**src/rtl/gcm_tag_final.sv**
```systemverilog
// Final GCM authentication stage: T = MSB_t(GHASH ^ E(K,J0)), with an optional
// constant-time compare against an expected tag that reports auth_ok/auth_fail.
module gcm_tag_final #(
    parameter int MIN_TAG_BYTES = 12
) (
    input  logic         clk,
    input  logic         rst_n,
    input  logic         clear,
    input  logic         start,
    input  logic         decrypt,
    input  logic [4:0]   tag_bytes,
    input  logic [127:0] mask,
    input  logic         mask_valid,
    input  logic [127:0] ghash_s,
    input  logic         ghash_valid,
    input  logic [127:0] exp_tag,
    input  logic         exp_we,
    output logic [127:0] tag,
    output logic         tag_valid,
    output logic         auth_done,
    output logic         auth_ok,
    output logic         auth_fail,
    output logic         busy,
    output logic         err_overrun,
    output logic         err_taglen
);

    typedef enum logic [1:0] {
        ST_IDLE    = 2'd0,
        ST_COLLECT = 2'd1,
        ST_XOR     = 2'd2,
        ST_CMP     = 2'd3
    } state_t;

    state_t       r_state, w_state_nxt;
    logic         r_decrypt, r_have_mask, r_have_s, r_have_exp;
    logic [4:0]   r_tag_bytes;
    logic [127:0] r_mask, r_s, r_exp, r_tag;
    logic         r_tag_valid, r_auth_done, r_auth_ok, r_auth_fail, r_busy;
    logic         r_err_overrun, r_err_taglen;

    logic         w_cap_ok, w_start_acc, w_tb_legal, w_dec_use, w_go, w_leave;
    logic         w_hm, w_hs, w_he, w_take_mask, w_take_s, w_take_exp;
    logic         w_ovr_evt, w_diff;
    logic [4:0]   w_tb_eff, w_tb_use;
    logic [127:0] w_mask_use, w_s_use;

    function automatic logic [127:0] f_byte_mask(input logic [4:0] nbytes);
        logic [127:0] m;
        m = 128'd0;
        for (int i = 0; i < 16; i++) begin
            if (i < int'(nbytes)) m[127-8*i -: 8] = 8'hFF;
            else                  m[127-8*i -: 8] = 8'h00;
        end
        return m;
    endfunction

    // Capture qualification, completion condition and compare result.
    always_comb begin
        w_cap_ok    = (r_state == ST_IDLE) || (r_state == ST_COLLECT);
        w_start_acc = start && (r_state == ST_IDLE) && !clear;
        w_tb_legal  = (tag_bytes >= 5'(MIN_TAG_BYTES)) && (tag_bytes <= 5'd16);
        w_tb_eff    = w_tb_legal ? tag_bytes : 5'd16;
        w_dec_use   = w_start_acc ? decrypt : r_decrypt;
        w_tb_use    = w_start_acc ? w_tb_eff : r_tag_bytes;
        // A pulse arriving this cycle counts toward completion, so data can be
        // consumed on the same edge it is captured.
        w_hm        = r_have_mask || (mask_valid && w_cap_ok);
        w_hs        = r_have_s || (ghash_valid && w_cap_ok);
        w_he        = r_have_exp || (exp_we && w_cap_ok);
        w_go        = !clear && (w_start_acc || (r_state == ST_COLLECT))
                      && w_hm && w_hs && (!w_dec_use || w_he);
        // On the completing edge, a repeat pulse for data already held is dropped.
        w_take_mask = !clear && mask_valid && w_cap_ok && !(w_go && r_have_mask);
        w_take_s    = !clear && ghash_valid && w_cap_ok && !(w_go && r_have_s);
        w_take_exp  = !clear && exp_we && w_cap_ok && !(w_go && r_have_exp);
        w_ovr_evt   = !clear && ((mask_valid && (!w_cap_ok || r_have_mask))
                              || (ghash_valid && (!w_cap_ok || r_have_s))
                              || (exp_we && (!w_cap_ok || r_have_exp)));
        w_mask_use  = w_take_mask ? mask : r_mask;
        w_s_use     = w_take_s ? ghash_s : r_s;
        w_leave     = ((r_state == ST_XOR) && !r_decrypt) || (r_state == ST_CMP);
        w_diff      = |((r_tag ^ r_exp) & f_byte_mask(r_tag_bytes));
    end

    // Next-state logic.
    always_comb begin
        w_state_nxt = r_state;
        case (r_state)
            ST_IDLE:    w_state_nxt = w_go ? ST_XOR : (w_start_acc ? ST_COLLECT : ST_IDLE);
            ST_COLLECT: w_state_nxt = w_go ? ST_XOR : ST_COLLECT;
            ST_XOR:     w_state_nxt = r_decrypt ? ST_CMP : ST_IDLE;
            ST_CMP:     w_state_nxt = ST_IDLE;
            default:    w_state_nxt = ST_IDLE;
        endcase
        if (clear) w_state_nxt = ST_IDLE;
        else       w_state_nxt = w_state_nxt;
    end

    // State register and registered busy.
    always_ff @(posedge clk or negedge rst_n) begin
        if (!rst_n) begin
            r_state <= ST_IDLE;
            r_busy  <= 1'b0;
        end else begin
            r_state <= w_state_nxt;
            r_busy  <= (w_state_nxt != ST_IDLE);
        end
    end

    // Captured operands, tag, compare result and sticky error flags.
    always_ff @(posedge clk or negedge rst_n) begin
        if (!rst_n) begin
            r_decrypt     <= 1'b0;
            r_tag_bytes   <= 5'd16;
            r_have_mask   <= 1'b0;
            r_have_s      <= 1'b0;
            r_have_exp    <= 1'b0;
            r_mask        <= 128'd0;
            r_s           <= 128'd0;
            r_exp         <= 128'd0;
            r_tag         <= 128'd0;
            r_tag_valid   <= 1'b0;
            r_auth_done   <= 1'b0;
            r_auth_ok     <= 1'b0;
            r_auth_fail   <= 1'b0;
            r_err_overrun <= 1'b0;
            r_err_taglen  <= 1'b0;
        end else if (clear) begin
            r_have_mask <= 1'b0;
            r_have_s    <= 1'b0;
            r_have_exp  <= 1'b0;
            r_tag_valid <= 1'b0;
            r_auth_done <= 1'b0;
            r_auth_ok   <= 1'b0;
            r_auth_fail <= 1'b0;
            if (start) begin
                r_err_overrun <= 1'b0;
                r_err_taglen  <= 1'b0;
            end
        end else begin
            r_tag_valid <= w_go;
            r_auth_done <= (r_state == ST_XOR) && r_decrypt;
            if (w_start_acc) begin
                r_decrypt   <= decrypt;
                r_tag_bytes <= w_tb_eff;
                r_auth_ok   <= 1'b0;
                r_auth_fail <= 1'b0;
                if (!w_tb_legal) r_err_taglen <= 1'b1;
            end
            if (w_take_mask) begin
                r_mask      <= mask;
                r_have_mask <= 1'b1;
            end
            if (w_take_s) begin
                r_s      <= ghash_s;
                r_have_s <= 1'b1;
            end
            if (w_take_exp) begin
                r_exp      <= exp_tag;
                r_have_exp <= 1'b1;
            end
            if (w_leave) begin
                r_have_mask <= 1'b0;
                r_have_s    <= 1'b0;
                r_have_exp  <= 1'b0;
            end
            if (w_ovr_evt) r_err_overrun <= 1'b1;
            if (w_go) r_tag <= (w_s_use ^ w_mask_use) & f_byte_mask(w_tb_use);
            if ((r_state == ST_XOR) && r_decrypt) begin
                r_auth_ok   <= !w_diff;
                r_auth_fail <= w_diff;
            end
        end
    end

    assign tag         = r_tag;
    assign tag_valid   = r_tag_valid;
    assign auth_done   = r_auth_done;
    assign auth_ok     = r_auth_ok;
    assign auth_fail   = r_auth_fail;
    assign busy        = r_busy;
    assign err_overrun = r_err_overrun;
    assign err_taglen  = r_err_taglen;

endmodule

```
**config.mk**
```make
export PLATFORM = sky130hd
export DESIGN_NAME = gcm_tag_final
export DESIGN_NICKNAME = d
export VERILOG_FILES = /design/src/rtl/gcm_tag_final.sv
export SDC_FILE = /design/constraint.sdc
export NUM_CORES = 1
export LEC_CHECK = 0
export ABC_AREA = 0
export ABC_CLOCK_PERIOD_IN_PS = 6800
export CAP_MARGIN = 20
export CORE_ASPECT_RATIO = 1.4
export CORE_UTILIZATION = 36
export DETAILED_ROUTE_END_ITERATION = 16
export GPL_TIMING_DRIVEN = 0
export PLACE_DENSITY = 0.69
export SYNTH_ARGS = -nofsm -noshare
export SYNTH_HDL_FRONTEND = slang
export SYNTH_SLANG_ARGS = --single-unit
```
**constraint.sdc**
```tcl
create_clock -name clk -period 6.8 [get_ports clk]
set_clock_uncertainty 0.05 [all_clocks]
set_input_delay 1.02 -clock clk [delete_from_list [all_inputs] [get_ports clk]]
set_output_delay 1.02 -clock clk [all_outputs]
set_load 0.005 [all_outputs]
```
# [Word-level counts from Yosys, hierarchy flattened]
# Index checks and enable logic that the tools add are counted.
[totals] register_bits=530 inputBits=397 word_cells=219
[op_classes] n_lt_le_gt_ge=34 eq_ne=5 n_mux=97 bitwise=5 reduce_logical=61
[op_table] op="two-way mux 8 bit" n=64
[op_table] op="bitwise AND 128 bit" n=2
[op_table] op="two-way mux 128 bit" n=2
[op_table] op="bitwise XOR 128 bit" n=2
[op_table] op="OR reduction 128 bit" n=1
[op_table] op="< comparator 4 x 5 -> 1 bit, first input constant" n=16
[op_table] op="< comparator 3 x 5 -> 1 bit, first input constant" n=8
[op_table] op="logical AND 1 bit" n=28
[op_table] op="two-way mux 1 bit" n=24
[op_table] op="< comparator 1 x 5 -> 1 bit, first input constant" n=4
[op_table] op="< comparator 2 x 5 -> 1 bit, first input constant" n=4
[op_table] op="logical OR 1 bit" n=12
[op_table] op="nonzero test 3 bit" n=4
[op_table] op="two-way mux 5 bit" n=2
[op_table] op="logical NOT 1 bit" n=8
[op_table] op="two-way mux 2 bit" n=4
[op_table] op="case mux 2 bit (4 select lines)" n=1
[op_table] op="AND reduction 2 bit" n=3
[op_table] op="nonzero test 2 bit" n=3
[op_table] op="greater-or-equal comparator 5 x 4 -> 1 bit, second input constant" n=1
[op_table] op="less-or-equal comparator 5 bit, second input constant" n=1
[op_table] op="equality test 2 bit, second input constant" n=2
[op_table] op="AND reduction 3 bit" n=1
[op_table] op="equality test 2 x 1 -> 1 bit, second input constant" n=1
[op_table] op="other kinds (4)" n=4

# [Logic depth before layout (Yosys ltp)]
# Gate-level depths: netlist of run 1.
[logic_depth] depth_word=14 ltp_mapped=13 mapped_depth_nobuf=9

# [Worst setup path after synthesis of run 1]
# OpenSTA, ideal clock, no wires.
[synth_path] path_kind="input to register" startpoint="in clear" endpoint="reg r_tag[107], in the netlist tag[107]" setup_ns=0.139 arrival_ns=3.276 required_ns=6.611 slack_ns=3.335 stages=11 path_buffers=2 path_cell_list="or4b_4 mux2_4 nand2_1 nand2_2 inv_2 a21oi_1 buf_2 buf_1 mux2_2 xnor2_1 o21ai_0"
[synth_via] elab_chain_len=13
[synth_lines] element="from (decl)" line_no="8" text="input logic clear,"
[synth_lines] element="branches (longest 13 deep; another with < comparator 2 x 5 -> 1 bit)"
[synth_lines] element="to (signal assigned)" line_no="169" text="if (w_go) r_tag <= (w_s_use ^ w_mask_use) & f_byte_mask(w_tb_use);"
[synth_lines] element="to (decl)" line_no="38" text="logic [127:0] r_mask, r_s, r_exp, r_tag;"
# Several ways; the timed one is not identified. The select of a mux whose other input is x is not followed.
# A chain may end at the register's enable or synchronous reset.

# [Final worst setup path of run 1]
# Ends and elaborated chain as after synthesis.

==> metrics.txt, run 1 <==
synth top area cells dfrtp_1 (60%), mux2_2 (19%), xor2_1 (6.3%), xnor2_1 (3.8%), o21ai_0 (2.0%); fin crit share 0.641; Final Hold Vio Count 0; Async S/R FF share, synth 1.00; Post-Synth Adder-Cell Area 0; first-pass GRT wire length 99.4 mm; CTS resizes 0; Initial Util 0.365; H-tree levels 2; CTS tree built; Post-DRT Antenna Nets 0; Final Setup Violations 0; hold buffers post-CTS 0; post-route cell area about 30000 um2; total negative slack 0 ps; Max clock buf depth 3; fillcell total 5386; Critical Path AT 4740 ps; core box area 60900 um2; Nets 2603; Netlist cell types 43; grt ovf 0; number of flops mapped to enable cells by yosys 0; crit path capture type flop; pin count of the biggest net entering global routing 122; 1st-iter DRT viols around 620; CP required around 7200 ps; cell family with most CP delay compound AO/OA/AOI/OAI gates; Slew @ Worst Pin between 1000 and 1500 ps; routed vias 14900; post-CTS setup buffers 0; Synth Area in Compound Gates 0.0511; RSZ-0062 raised after global routing false; main combinational cell family by area after synthesis multiplexers; Crit Path Class in -> reg; Most used DFF post-synth dfrtp_1; startpoint types input pin; Hold WS 302 ps; Syn-to-layout area delta 37.8%; die width 212 um; clock latency on the worst-skew pair roughly 600 ps; Total Power around 11 mW; Rel. slew slack 0.269; cell taking the most area after synthesis dfrtp_1; Area after DPL 28700 um2; P_leak ~13 nW; post-synth top area share 0.596; final HPWL from detailed placement 51.5 mm; chip height 296 um; initial antenna violation count 24; P per Cell Area 349 nW/um2; Final Max Tran Viols 0; Avg Inst Size Synth 13.8 um2; outcome completed; HP Class in -> async; Root Driver clkbuf_16; Routed wire per std cell 21.9 um; gr usage total 0.213; die area about 63000 um2; synthesized instance count 1612; Routed WL 67.5 mm; commonest cells after routing, fill and taps aside clkdlybuf4s50_1 (530), dfrtp_1 (529), mux2_2 (376), xor2_1 (160), nand2_1 (100); min Tclk post-route 4360 ps; io pins 532; GPL Wtd Cong 0.874; IO Port Bufs 531; # Max-Cap Violations 0; vias per cell between 4 and 5; Seq/Total Area, Yosys 0.597; upper clock frequency limit ~230 MHz; Buf/Inv on CP 4; post-synthesis mux area share 0.197; Peak supply drop 330 uV; Synth Cell Area 22200 um2; crit-path cells clkdlybuf4s50_1 -> clkbuf_1 -> nor4b_1 -> and2_1 -> or2_2 -> clkbuf_1 -> inv_1 -> o21ai_1 -> o21ai_1 -> a21oi_1 -> o21ai_0; site row count 107; Yosys reg bits 530; DRT Pass-1 Iters 5; CP max FO 10; clock sink total 530; DRC Markers 0; cts bufs inserted 53; share of layout cells above drive strength 1 0.228; Synth Area in XOR/XNOR 0.101; Crit-path slowest cell a21oi_1; Post-Synth Simple-Gate Area 0.0391; CP peak stage delay 830 ps; commonest non-fill, non-tap cell in the layout clkdlybuf4s50_1; number of global-route vias before repair approximately 16000; syn_nets 2009; Ys Warns 0; Clk pin slew, worst setup/hold paths 60 ps
## synthesized netlist by cell type, types with 3 or more instances
| cell type | number |
|---|---|
| xor2_1 | 160 |
| a21oi_1 | 25 |
| a32o_1 | 16 |
| buf_2 | 16 |
| nor2_1 | 21 |
| buf_6 | 6 |
| o21ai_0 | 87 |
| nand3_1 | 5 |
| nand4_1 | 9 |
| a31oi_1 | 3 |
| mux2_4 | 9 |
| xnor2_1 | 96 |
| nor3_1 | 6 |
| o21ai_1 | 6 |
| dfrtp_1 | 529 |
| buf_1 | 8 |
| inv_1 | 7 |
| clkbuf_1 | 35 |
| a22o_1 | 33 |
| mux2_2 | 376 |
| nand2_1 | 100 |
| or2_2 | 4 |
| nor4_1 | 31 |
## kinds of logic after synthesis
group,count (synthesis)
flops,530
mux,385
xor+xnor,256
simple gates,187
compound gates,180
buf+inv,74
## worst paths after layout
check,from,end,cells after the start,slack (ps)
max,clear,tag[107],11,2440
min,rst_n,r_s[85],1,300
max reg2reg,r_state[1],tag[85],12,3000
min reg2reg,r_mask[56],r_mask[56],1,450
max in group asynchronous,rst_n,tag[29],5,4210
min in group clk,r_mask[56],r_mask[56],1,450
## layout make-up
cell class | instances | area [um2] | area share
Buffer | 66 | 317 | 0.0103
Antenna cell | 22 | 55.1 | 0.00180
Sequential cell | 530 | 13300 | 0.433
Timing Repair Buffer | 539 | 5510 | 0.180
Tap cell | 817 | 1020 | 0.0334
Clock inverter | 19 | 268 | 0.00874
Clock buffer | 74 | 1550 | 0.0505
Inverter | 8 | 30.0 | 0.000981
Multi-Input combinational cell | 1008 | 8620 | 0.281
## through the flow
stage                     utilization  setup slack, ps  instances
after global placement          0.469           -18400       2960
after global routing            0.503             2090       3083
final                           0.503             2440       3083
after floorplan                     -             3340       1612
after CTS                       0.502             2400       3060
after detailed placement        0.472             1760       2967
## metal layers
metal / vias up / global-route usage / part of all wire / wire length [um]
met5: - / 0 / 0.00036 / 24
met4: 4 / 0.105 / 0.041 / 2750
met3: 124 / 0.0569 / 0.066 / 4440
met2: 454 / 0.372 / 0.52 / 34800
met1: 7475 / 0.239 / 0.38 / 25500
li1: 6818 / - / - / -
## flip-flops by register name (all words and copies together) (netlist names)
signal / flops
busy: 1
r_have_mask: 1
r_have_exp: 1
r_decrypt: 1
r_have_s: 1
err_taglen: 1
r_tag_bytes: 5
r_s: 128
auth_ok: 1
r_mask: 128
err_overrun: 1
auth_done: 1
r_exp: 128
tag: 128
tag_valid: 1
r_state: 2
auth_fail: 1
## where the power goes
part	internal (mW)	total [mW]	switching (mW)
Sequential	3.97	4.57	0.603
Combinational	1.78	3.04	1.25
Clock	1.81	3.07	1.26
Total	7.56	10.7	3.11
Note: power is estimated with default switching activity, not from simulation.
==> run 2: changes to the inputs <==
--- a/config.mk
+++ b/config.mk
@@ -6,13 +6,13 @@
 export NUM_CORES = 1
 export LEC_CHECK = 0
 export ABC_AREA = 0
-export ABC_CLOCK_PERIOD_IN_PS = 6800
+export ABC_CLOCK_PERIOD_IN_PS = 3600
 export CAP_MARGIN = 20
 export CORE_ASPECT_RATIO = 1.4
 export CORE_UTILIZATION = 36
 export DETAILED_ROUTE_END_ITERATION = 16
 export GPL_TIMING_DRIVEN = 0
-export PLACE_DENSITY = 0.69
+export PLACE_DENSITY = 0.71
 export SYNTH_ARGS = -nofsm -noshare
 export SYNTH_HDL_FRONTEND = slang
 export SYNTH_SLANG_ARGS = --single-unit
==> constraint.sdc (replaced) <==
create_clock -name clk -period 3.6 [get_ports clk]
set_clock_uncertainty 0.05 [all_clocks]
set_input_delay 0.54 -clock clk [delete_from_list [all_inputs] [get_ports clk]]
set_output_delay 0.54 -clock clk [all_outputs]
set_load 0.005 [all_outputs]
==> metrics.txt, run 2 (same netlist as run 1, synthesis figures left out) <==
outcome completed; Final Hold Vio Count 0; Max clock buf depth 3; Critical Path AT slightly below 4000 ps; post-CTS setup buffers 0; CTS tree built; first-pass GRT wire length 101 mm; io pins between 500 and 600; fin crit share 0.963; RSZ-0062 raised after global routing true; fin worst setup slack 133 ps; Syn-to-layout area delta 37.9%; IO Port Bufs 531; Clk pin slew, worst setup/hold paths 60 ps; # Max-Cap Violations 0; Seq pwr share 0.427; Routed wire per std cell around 22 um; Final Setup Violations 0; pre-CTS setup slack -748 ps; pin count of the biggest net entering global routing 121; DRC Markers 0; Total Power 20.2 mW; chip height ~300 um; core box area slightly above 60000 um2; share of layout cells above drive strength 1 0.237; Initial Util 0.365; Final Max Tran Viols 0; HP Class in -> async; Hold WS 441 ps; die width 212 um; total negative slack 0 ps; Routed WL 68.3 mm; CP required 4010 ps; Switch Pwr slightly below 6 mW; Clock power frac 0.288; Critical R2R Launch r_state[1]; min Tclk post-route 3470 ps; crit path capture type flop; Peak supply drop ~510 uV; CP max FO 10; Nets 2602; Switching Fraction 0.292; routed vias 15000; Area after DPL approximately 29000 um2; grt ovf 0; reg2reg end tag[95]; r2r worst-path depth 12; Post-DRT Antenna Nets 0; internal power 14.3 mW; commonest cells after routing, fill and taps aside clkdlybuf4s50_1 (530), dfrtp_1 (529), mux2_2 (376), xor2_1 (160), nand2_1 (100); die area 62800 um2; startpoint types flop; DRT Pass-1 Iters 5; Logic pwr share 0.284; P_leak 12.9 nW; 1st-iter DRT viols 601; cts bufs inserted 52; clock latency on the worst-skew pair 610 ps; Rel. slew slack 0.290; Slew @ Worst Pin 1060 ps; site row count 107; R2R Setup Slk 130 ps; final HPWL from detailed placement 52.0 mm; number of global-route vias before repair 16600; commonest non-fill, non-tap cell in the layout clkdlybuf4s50_1; Crit Path Class reg -> reg; vias per cell 4.89; P per Cell Area 660 nW/um2; Root Driver clkbuf_16; initial antenna violation count 18; upper clock frequency limit 288 MHz; gr usage total 0.217; GPL Wtd Cong approximately 0.85; H-tree levels 2; post-route cell area a little over 30000 um2; clock sink total 530
-- run 2: metrics by stage --
step,instances,utilization
2_1_floorplan,1612,-
3_3_place_gp,2960,0.469
3_5_place_dp,2967,0.472
4_1_cts,3061,0.502
5_1_grt,3074,0.503
6_report,3074,0.503
-- run 2: layout make-up --
cell class                 count  area [um2]
inverter                       8        30.0
timing repair buffer         539        5490
fill                        5351       30300
clock buffer                  71        1490
tap                          817        1020
clock inverter                22         328
multi-input combinational   1008        8640
buffer                        66         355
antenna                       13        32.5
sequential                   530       13300
-- run 2: worst max path at each step --
stage               start   endpoint  slack (ps)  cells after the start
3_5_place_dp        clear   tag[127]        -750                      9
4_1_cts             clear   tag[113]          20                     11
3_3_place_gp        rst_n  r_exp[27]      -21010                      1
5_1_grt        r_state[1]    tag[95]          -4                     12
2_1_floorplan       clear   tag[107]         620                     11
6_report       r_state[1]    tag[95]         130                     12
-- run 2: power by group through the flow --
stage | combinational [mW] | clock (mW) | sequential (mW)
floorplan | 2.82 | 0 | 8.48
global placement | 5.65 | 0 | 8.72
detailed placement | 5.79 | 0 | 8.75
CTS | 5.84 | 5.98 | 8.66
global route | 6.27 | 6.22 | 8.84
finish | 5.76 | 5.84 | 8.65
-- run 2: worst max-delay path: stages (launching register included) --
cell      delay, ps
dfrtp_1         370
buf_6           140
or4b_4          560
mux2_4          230
nand2_1          50
nand2_2         170
inv_2            60
a21oi_1         170
buf_4           330
clkbuf_4        310
mux2_2          370
xor2_1          210
a32o_1          280
-- run 2: repair_timing --
item,4_1_cts,5_1_grt
hold buffers,1,0
hold endpoints to repair,63,0
setup endpoints to repair,100,110
resized for setup,15,21
-- run 2: layer usage --
layer / track usage / up-vias / part of all wire
met5: 0 / - / 0.0010
met2: 0.389 / 451 / 0.52
met3: 0.0535 / 122 / 0.063
met4: 0.0825 / 10 / 0.034
li1: - / 6812 / -
met1: 0.246 / 7632 / 0.38
==> run 3: changes to the inputs <==
--- a/config.mk
+++ b/config.mk
@@ -6,13 +6,15 @@
 export NUM_CORES = 1
 export LEC_CHECK = 0
 export ABC_AREA = 0
-export ABC_CLOCK_PERIOD_IN_PS = 3600
+export ABC_CLOCK_PERIOD_IN_PS = 4250
 export CAP_MARGIN = 20
 export CORE_ASPECT_RATIO = 1.4
 export CORE_UTILIZATION = 36
+export CTS_CLUSTER_DIAMETER = 120
 export DETAILED_ROUTE_END_ITERATION = 16
 export GPL_TIMING_DRIVEN = 0
-export PLACE_DENSITY = 0.71
+export PLACE_DENSITY = 0.69
+export SKIP_LAST_GASP = 1
 export SYNTH_ARGS = -nofsm -noshare
 export SYNTH_HDL_FRONTEND = slang
 export SYNTH_SLANG_ARGS = --single-unit
==> constraint.sdc (replaced) <==
create_clock -name clk -period 4.25 [get_ports clk]
set_clock_uncertainty 0.05 [all_clocks]
set_input_delay 0.6375 -clock clk [delete_from_list [all_inputs] [get_ports clk]]
set_output_delay 0.6375 -clock clk [all_outputs]
set_load 0.005 [all_outputs]
==> metrics.txt, run 3 (same netlist as run 1, synthesis figures left out) <==
Initial Util 0.365; number of global-route vias before repair 16400; total negative slack 0 ps; grt ovf 0; chip height 296 um; Buf/Inv on CP 4; CP peak stage delay 590 ps; r2r worst-path depth 12; final HPWL from detailed placement 51.5 mm; commonest non-fill, non-tap cell in the layout clkdlybuf4s50_1; Syn-to-layout area delta 37.8%; Clk pin slew, worst setup/hold paths ~60 ps; Core Util, Final 0.503; placed cells between 2000 and 3000; initial antenna violation count 24; P per Cell Area 557 nW/um2; hold depth 1; Nets 2604; CTS tree built; Rel. slew slack 0.247; Max clock buf depth 3; CP max FO 10; H-tree levels 2; Critical R2R Launch r_state[1]; DRT Pass-1 Iters 5; core box area 60900 um2; fillcell total 5386; IO Port Bufs 531; first-pass GRT wire length 99.4 mm; Final Setup Violations 0; Reg area between 10000 and 15000 um2; Total Power approximately 17 mW; site row count 107; routed vias roughly 15000; Root Driver clkbuf_16; outcome completed; pre-CTS setup slack -407 ps; pin count of the biggest net entering global routing ~120; Peak supply drop 526 uV; post-CTS setup buffers 0; RSZ-0062 raised after global routing false; HP Class reg -> reg; # Max-Cap Violations 0; Final Max Tran Viols 0; gr usage total 0.213; io pins roughly 530; DRC Markers 0; share of layout cells above drive strength 1 0.228; GPL Wtd Cong between 0.8 and 0.9; multi-input logic area 8620 um2; Crit Path Class in -> reg; Critical Path AT 4290 ps; upper clock frequency limit 256 MHz; cell family with most CP delay buffers and inverters; Routed wire per std cell 21.9 um; cts bufs inserted 53; reg2reg end tag[85]; min Tclk post-route 3910 ps; crit path capture type flop; crit-path cells clkdlybuf4s50_1 -> or4b_4 -> mux2_4 -> nand2_1 -> nand2_2 -> inv_2 -> a21oi_1 -> buf_2 -> buf_1 -> mux2_2 -> xnor2_1 -> o21ai_0; clock sink total 530; worst hold start r_mask[56]; startpoint types input pin; clock latency on the worst-skew pair 600 ps; CP required 4630 ps; commonest cells after routing, fill and taps aside clkdlybuf4s50_1 (530), dfrtp_1 (529), mux2_2 (376), xor2_1 (160), nand2_1 (100); fin crit share 0.920; fin worst setup slack approximately 340 ps; Finished Layout Cells 3084; Hold Path Sink r_mask[56]; Post-DRT Antenna Nets 0; die width 212 um; vias per cell a little under 5; Final Hold Vio Count 0; R2R Setup Slk approximately 450 ps; Crit-path slowest cell clkdlybuf4s50_1; 1st-iter DRT viols 669; die area 62800 um2; P_leak approximately 13 nW; Routed WL 67.5 mm; Slew @ Worst Pin 1130 ps
[run 3: cell count changes in the layout (fill, tap and decap cells not counted), sizes merged]
cell / delta
diode: +9
buf: +5
clkinv: -3
bufinv: -2
clkinvlp: +2
clkbuf: -1
[run 3: repair_timing]
item	CTS	global route
resized for setup	0	1
setup endpoints to repair	0	8
endpoints found under the hold margin	62	0
hold buffers	1	0
[run 3: worst max path at each step]
stage,startpoint,end,depth (start not counted)
2_1_floorplan,clear,tag[107],11
6_report,start,tag[85],12
3_5_place_dp,clear,tag[107],11
4_1_cts,clear,tag[107],11
3_3_place_gp,rst_n,r_mask[28],1
5_1_grt,start,tag[85],12
[run 3: area by class of cell]
type | instances | area share
Sequential cell | 530 | 0.433
Multi-Input combinational cell | 1008 | 0.281
Timing Repair Buffer | 540 | 0.180
Clock buffer | 74 | 0.0505
Inverter | 8 | 0.000980
Antenna cell | 22 | 0.00180
Clock inverter | 19 | 0.00874
Tap cell | 817 | 0.0334
Buffer | 66 | 0.0103
[run 3: stage by stage]
step	instance area [um2]	hold WS (ps)
final	30600	454
after global routing	30600	460
after CTS	30600	455
after detailed placement	28700	437
after global placement	28600	419
after floorplan	22200	292
[run 3: where the power goes]
group / switching (mW) / internal, mW
Combinational: 2.01 / 2.85
Clock: 2.01 / 2.90
Sequential: 0.965 / 6.35
[run 3: layer usage]
| metal | track usage | share of wire |
|---|---|---|
| met1 | 0.239 | 0.38 |
| met3 | 0.0569 | 0.065 |
| met5 | 0 | 0.00036 |
| met2 | 0.372 | 0.52 |
| met4 | 0.105 | 0.040 |
